<file path="config.mk">
export PLATFORM = sky130hd
export DESIGN_NAME = rob_commit
export DESIGN_NICKNAME = d
export VERILOG_FILES = /design/src/rtl/module_types.sv /design/src/rtl/rob_commit.sv
export SDC_FILE = /design/constraint.sdc
export NUM_CORES = 1
export LEC_CHECK = 0
export CORE_UTILIZATION = 55
export CTS_CLUSTER_DIAMETER = 100
export DETAILED_ROUTE_END_ITERATION = 16
export GPL_TIMING_DRIVEN = 1
export PLACE_DENSITY_LB_ADDON = 0.1
export SLEW_MARGIN = 20
export SYNTH_ARGS = -nofsm -noshare
export SYNTH_HDL_FRONTEND = slang
export SYNTH_SLANG_ARGS = --single-unit
</file>
<file path="constraint.sdc">
create_clock -name clk -period 4 [get_ports clk]
set_input_delay 0.8 -clock clk [delete_from_list [all_inputs] [get_ports clk]]
set_output_delay 0.8 -clock clk [all_outputs]
set_load 0.01 [all_outputs]
</file>
<file path="src/rtl/module_types.sv">
// Shared types for the OoO core: physical register width, ROB defaults and the ROB entry record.
package module_types;

    localparam int PHYS_REG_ADDR     = 6;
    localparam int ROB_DEPTH_DEFAULT = 16;

    typedef struct packed {
        logic                     valid;
        logic                     done;
        logic                     has_rd;
        logic [4:0]               arch_rd;
        logic [PHYS_REG_ADDR-1:0] phys_rd;
    } rob_entry_t;

    // Only real destinations (not x0) update the RRF and release a physical register
    function automatic logic writes_rrf(input rob_entry_t e);
        return e.has_rd && (e.arch_rd != 5'd0);
    endfunction

endpackage

</file>
<file path="src/rtl/rob_commit.sv">
// In-order reorder buffer and commit stage; retires the head into the RRF and frees the old mapping.
// Optional retired-instruction counter enabled by defining ROB_COMMIT_COUNTER_EN.
module rob_commit
    import module_types::*;
#(
    parameter int ROB_DEPTH = ROB_DEPTH_DEFAULT,
    parameter int ROB_IDX   = $clog2(ROB_DEPTH)
) (
    input  logic                     clk,
    input  logic                     rst,
    input  logic                     disp_valid,
    output logic                     disp_ready,
    input  logic                     disp_has_rd,
    input  logic [4:0]               disp_arch_rd,
    input  logic [PHYS_REG_ADDR-1:0] disp_phys_rd,
    output logic [ROB_IDX-1:0]       disp_rob_idx,
    input  logic                     cdb_valid,
    input  logic [ROB_IDX-1:0]       cdb_rob_idx,
    input  logic                     flush,
    output logic [4:0]               rrf_r_addr,
    input  logic [PHYS_REG_ADDR-1:0] rrf_r_data,
    output logic                     rrf_w_en,
    output logic [4:0]               rrf_w_addr,
    output logic [PHYS_REG_ADDR-1:0] rrf_w_data,
    output logic                     free_valid,
    output logic [PHYS_REG_ADDR-1:0] free_preg,
    output logic [31:0]              commit_count
);

    localparam logic [ROB_IDX:0]   FULL_COUNT = (ROB_IDX+1)'(ROB_DEPTH);
    localparam logic [ROB_IDX-1:0] IDX_ONE    = ROB_IDX'(1);
    localparam logic [ROB_IDX:0]   CNT_ONE    = (ROB_IDX+1)'(1);

    rob_entry_t          entries [ROB_DEPTH];
    logic [ROB_IDX-1:0]  head;
    logic [ROB_IDX-1:0]  tail;
    logic [ROB_IDX:0]    count;

    rob_entry_t          head_entry;
    logic                commit_fire;
    logic                disp_fire;

    assign head_entry   = entries[head];
    assign disp_rob_idx = tail;
    assign rrf_r_addr   = head_entry.arch_rd;

    // Full-cycle rule: readiness looks only at the registered count, not at a same-cycle retire
    always_comb begin
        disp_ready  = (count != FULL_COUNT);
        disp_fire   = 1'b0;
        commit_fire = 1'b0;
        if (!rst && !flush) begin
            disp_fire   = disp_valid && disp_ready;
            commit_fire = (count != {(ROB_IDX+1){1'b0}}) && head_entry.valid && head_entry.done;
        end else begin
            disp_fire   = 1'b0;
            commit_fire = 1'b0;
        end
    end

    // Commit outputs; free_preg is the RRF's pre-update mapping since the RRF writes at the edge
    always_comb begin
        rrf_w_en   = 1'b0;
        rrf_w_addr = 5'd0;
        rrf_w_data = {PHYS_REG_ADDR{1'b0}};
        free_valid = 1'b0;
        free_preg  = {PHYS_REG_ADDR{1'b0}};
        if (commit_fire && writes_rrf(head_entry)) begin
            rrf_w_en   = 1'b1;
            rrf_w_addr = head_entry.arch_rd;
            rrf_w_data = head_entry.phys_rd;
            free_valid = 1'b1;
            free_preg  = rrf_r_data;
        end else begin
            rrf_w_en   = 1'b0;
            free_valid = 1'b0;
        end
    end

    // Entry storage, pointers and occupancy; rst beats flush, flush beats everything else
    always_ff @(posedge clk) begin
        if (rst) begin
            for (int i = 0; i < ROB_DEPTH; i++) begin
                entries[i] <= '0;
            end
            head  <= '0;
            tail  <= '0;
            count <= '0;
        end else if (flush) begin
            for (int i = 0; i < ROB_DEPTH; i++) begin
                entries[i].valid <= 1'b0;
                entries[i].done  <= 1'b0;
            end
            head  <= '0;
            tail  <= '0;
            count <= '0;
        end else begin
            if (cdb_valid && entries[cdb_rob_idx].valid) begin
                entries[cdb_rob_idx].done <= 1'b1;
            end
            if (commit_fire) begin
                entries[head].valid <= 1'b0;
                entries[head].done  <= 1'b0;
                head                <= head + IDX_ONE;
            end
            if (disp_fire) begin
                entries[tail].valid   <= 1'b1;
                entries[tail].done    <= 1'b0;
                entries[tail].has_rd  <= disp_has_rd;
                entries[tail].arch_rd <= disp_arch_rd;
                entries[tail].phys_rd <= disp_phys_rd;
                tail                  <= tail + IDX_ONE;
            end
            case ({disp_fire, commit_fire})
                2'b10:   count <= count + CNT_ONE;
                2'b01:   count <= count - CNT_ONE;
                default: count <= count;
            endcase
        end
    end

`ifdef ROB_COMMIT_COUNTER_EN
    logic [31:0] commit_cnt;

    // Retired-instruction counter: survives flush, cleared only by rst
    always_ff @(posedge clk) begin
        if (rst) begin
            commit_cnt <= 32'd0;
        end else if (commit_fire) begin
            commit_cnt <= commit_cnt + 32'd1;
        end else begin
            commit_cnt <= commit_cnt;
        end
    end

    assign commit_count = commit_cnt;
`else
    assign commit_count = 32'd0;
`endif

endmodule

</file>
==> metrics.csv <==
stage;metric;value;unit
layout;drive_gt1_frac;0.204;
clock_tree;cts_hold_buf;0;
layout;nNetsFinal;990;
floorplanning;io_pins;88;
critical_path;crit_path_end_kind;primary output;
synthesis;synthDistinctLibCells;64;
sta;final.period_utilization;0.983;
detailed_routing;ant_nets;0;
pwr;power.leakage;5.53;nW
grt;grt_max_degree;49;
layout;synthToLayoutAreaGrowth;14.4;%
critical_path;setup.worst_path.class;register to primary output;
grt;antenna_found_initial;1;
pwr;ir_worst_vdd;0.318;mV
detailed_routing;drc;0;
sta;worst_slew_pin_slew;0.845;ns
sta;fmax;254;MHz
detailed_routing;num_vias;7975;
clock_tree;clkTransAtPathRegs;0.06;ns
sta;period_minus_slack;3.93;ns
sta;setup_viol;0;
floorplanning;fp.dieH;150;microns
synthesis;synthFlopType;edfxtp_1;
outcome;status;completed;
floorplanning;die-area;0.0225;sq mm
grt;grt_overflow;0;
placed_design;placedCellCount;1188;
pwr;p_sw;0.00119;W
critical_path;required;3.20;ns
synthesis;synth-seq-cells;241;
placed_design;numPortBuffers;55;
sta;slew_viol_final;0;
critical_path;startpoint_type;register;
layout;insertedDiodeCount;0;
floorplanning;core-area;0.0212;sq mm
synthesis;synth_warnings;0;
pwr;p_comb_frac;0.052;
sta;finalSetupTns;0;ns
detailed_routing;vias_per_cell;6.40;
sta;clock_skew;0.0144;ns
detailed_routing;initialDrtViolationCount;993;
detailed_routing;detail_route.wl_per_cell;25.6;microns
floorplanning;die_w;150;microns
synthesis;synth-seq-area-share;0.561;
clock_tree;cts-root-buf;clkbuf_16;
critical_path;path_max_fanout;9;
detailed_routing;routed_wl;31900;microns
grt;grt_usage;0.287;
pwr;seqPwrFrac;0.522;
sta;hold_viol_final;0;
synthesis;synthTopCellsByArea;edfxtp_1 48%, mux4_2 12%, dfxtp_1 8.2%, and2_1 5.5%, and3_1 5.1%;
synthesis;syn-cell-area;0.0120;sq mm
worst_hold_path;hp-class;register to register;
floorplanning;initial_core_util;0.567;
clock_tree;tritoncts;built;
grt;grt_pass1_vias;7840;
synthesis;synthCells;899;
sta;max_slew_margin;0.435;
clock_tree;htreeDepth;1;
clock_tree;cts_sinks;241;
clock_tree;insertion_delay;0.54;ns
pwr;power.internal;0.00416;W
flow_run;cap_violations;0;
sta;rsz0062_at_grt;yes;
placed_design;gp_congestion;0.888;
critical_path;arrival;3.13;ns
detailed_routing;drt-pass1-iter-count;6;
layout;fillerInstances;1589;
synthesis;synth_edf_count;192;
synthesis;syn_area_per_cell;13.4;sq um
synthesis;yosysTopAreaCellShare;0.479;
pwr;power_switching_share;0.222;
placed_design;hpwl;20500;microns
pwr;powerDensity;389;mW/mm^2
synthesis;yosys.area.top_type;edfxtp_1;
clock_tree;clockBufferDepth;3;
layout;finalCoreUtilization;0.649;
layout;instances_no_fill;1246;
clock_tree;numCtsBuffers;26;
grt;grt_pass1_wl;46700;microns
pwr;power_frac_clock;0.426;
synthesis;synthArstFlopShare;0;
floorplanning;rows;53;
[critical path, stage by stage (launching register included)]
cell,delay (ns)
dfxtp_4,0.38
buf_12,0.13
buf_16,0.15
mux4_2,0.60
mux4_1,0.66
nand4_1,0.15
a21oi_1,0.05
clkdlybuf4s50_1,0.48
[state kept, by name, summed over array words and instances, names as in the netlist, named ones only]
signal / flops
count: 5
disp_rob_idx: 4
entries: 224
head: 4
[cell usage in the layout (no fill, tap or decap), types with 4 or more instances in the layout]
| master | count |
|---|---|
| edfxtp_1 | 192 |
| nand3_2 | 5 |
| and2_1 | 106 |
| clkbuf_16 | 27 |
| buf_4 | 43 |
| nand2_1 | 28 |
| and4_1 | 4 |
| a22oi_1 | 13 |
| a311oi_1 | 16 |
| or2_2 | 16 |
| a22oi_2 | 5 |
| conb_1 | 32 |
| clkinv_2 | 5 |
| buf_6 | 4 |
| and3_1 | 99 |
| nand4_1 | 17 |
| ha_1 | 12 |
| inv_1 | 13 |
| dfxtp_1 | 46 |
| clkdlybuf4s50_1 | 43 |
| dlymetal6s2s_1 | 12 |
| a21oi_1 | 19 |
| nor2b_1 | 13 |
| a32oi_1 | 4 |
| clkbuf_1 | 6 |
| mux4_2 | 62 |
| nand3_1 | 12 |
| nor2_1 | 15 |
| o31a_1 | 13 |
| a21o_1 | 15 |
[cells in the mapped netlist (3+ instances only)]
cell      count
edfxtp_1    192
and2_1      106
and3_1       99
mux4_2       62
clkbuf_1     55
dfxtp_1      49
buf_4        39
nand2_1      28
a21oi_1      19
nand4_1      17
a22oi_1      16
a311oi_1     16
nor2_1       16
or2_2        16
a21o_1       15
inv_1        13
nor2b_1      13
o31a_1       13
ha_1         12
nand3_1      12
buf_2         9
buf_6         6
nand3_2       6
a32oi_1       4
and4_1        4
buf_1         4
mux2i_1       3
nor3_2        3
o21a_1        3
o21ai_0       3
xnor2_1       3
xor2_1        3
[power by group through the flow]
stage / clock, W / combinational [W] / sequential, W
final: 0.00228 / 0.000279 / 0.00279
after CTS: 0.00230 / 0.000270 / 0.00279
after detailed placement: 0 / 0.000270 / 0.00284
after global placement: 0 / 0.000266 / 0.00284
after global routing: 0.00239 / 0.000294 / 0.00280
after floorplan: 0 / 0.000176 / 0.00283
[per-layer routing]
layer / wire length [microns] / GRT usage / share of wire
met5: 59 / 0 / 0.0019
met3: 3210 / 0.0518 / 0.10
met2: 15100 / 0.473 / 0.48
met4: 1370 / 0.123 / 0.043
met1: 12100 / 0.373 / 0.38
[timing repair]
action | 4_1_cts | 5_1_grt
resized for setup | 2 | 21
gates cloned | 0 | 2
buffers inserted | 3 | 5
endpoints found under the setup margin | 20 | 19
pin swaps | 0 | 2
[logic make-up after synthesis]
kind of cell | count (synthesis) | share of synthesized area
XOR/XNOR | 6 | 0.00437
flip-flops | 241 | 0.561
AO/OA/AOI/OAI | 106 | 0.0710
other | 1 | 0.000312
AND/OR/NAND/NOR | 340 | 0.175
multiplexers | 65 | 0.119
buffers and inverters | 128 | 0.0581
adder cells (fa/ha/maj) | 12 | 0.0125
[cell type report]
class / count / area [sq um] / share of cell area
clock buffer: 33 / 698 / 0.0507
clock inverter: 15 / 108 / 0.00782
inverter: 14 / 52.6 / 0.00382
multi-input combinational: 562 / 4770 / 0.347
sequential: 241 / 6760 / 0.491
tap: 275 / 344 / 0.0250
timing repair buffer: 106 / 1040 / 0.0753
[through the flow]
| stage | power [W] | instance area, sq um | worst slack [ns] | hold WS [ns] |
|---|---|---|---|---|
| 2_1_floorplan | 0.00301 | 12200 | 0.316 | 0.466 |
| 5_1_grt | 0.00548 | 13800 | -0.00792 | 0.543 |
| 3_5_place_dp | 0.00311 | 12700 | 0.123 | 0.505 |
| 4_1_cts | 0.00536 | 13600 | 0.00659 | 0.521 |
| 6_report | 0.00535 | 13800 | 0.0699 | 0.515 |
| 3_3_place_gp | 0.00310 | 12700 | 0.207 | 0.491 |
[path summary, 6_finish.rpt]
path                          startpoint                     endpoint  slack, ns  cells after the start
max                             register                 free_preg[3]       0.07                      7
min          entries[2][13]$_SDFFE_PP1P_  entries[2][13]$_SDFFE_PP1P_       0.51                      1
max reg2reg                     register        count[4]$_SDFFE_PP0P_       0.63                     11
min reg2reg  entries[2][13]$_SDFFE_PP1P_  entries[2][13]$_SDFFE_PP1P_       0.51                      1
Note: power is estimated with default switching activity, not from simulation.
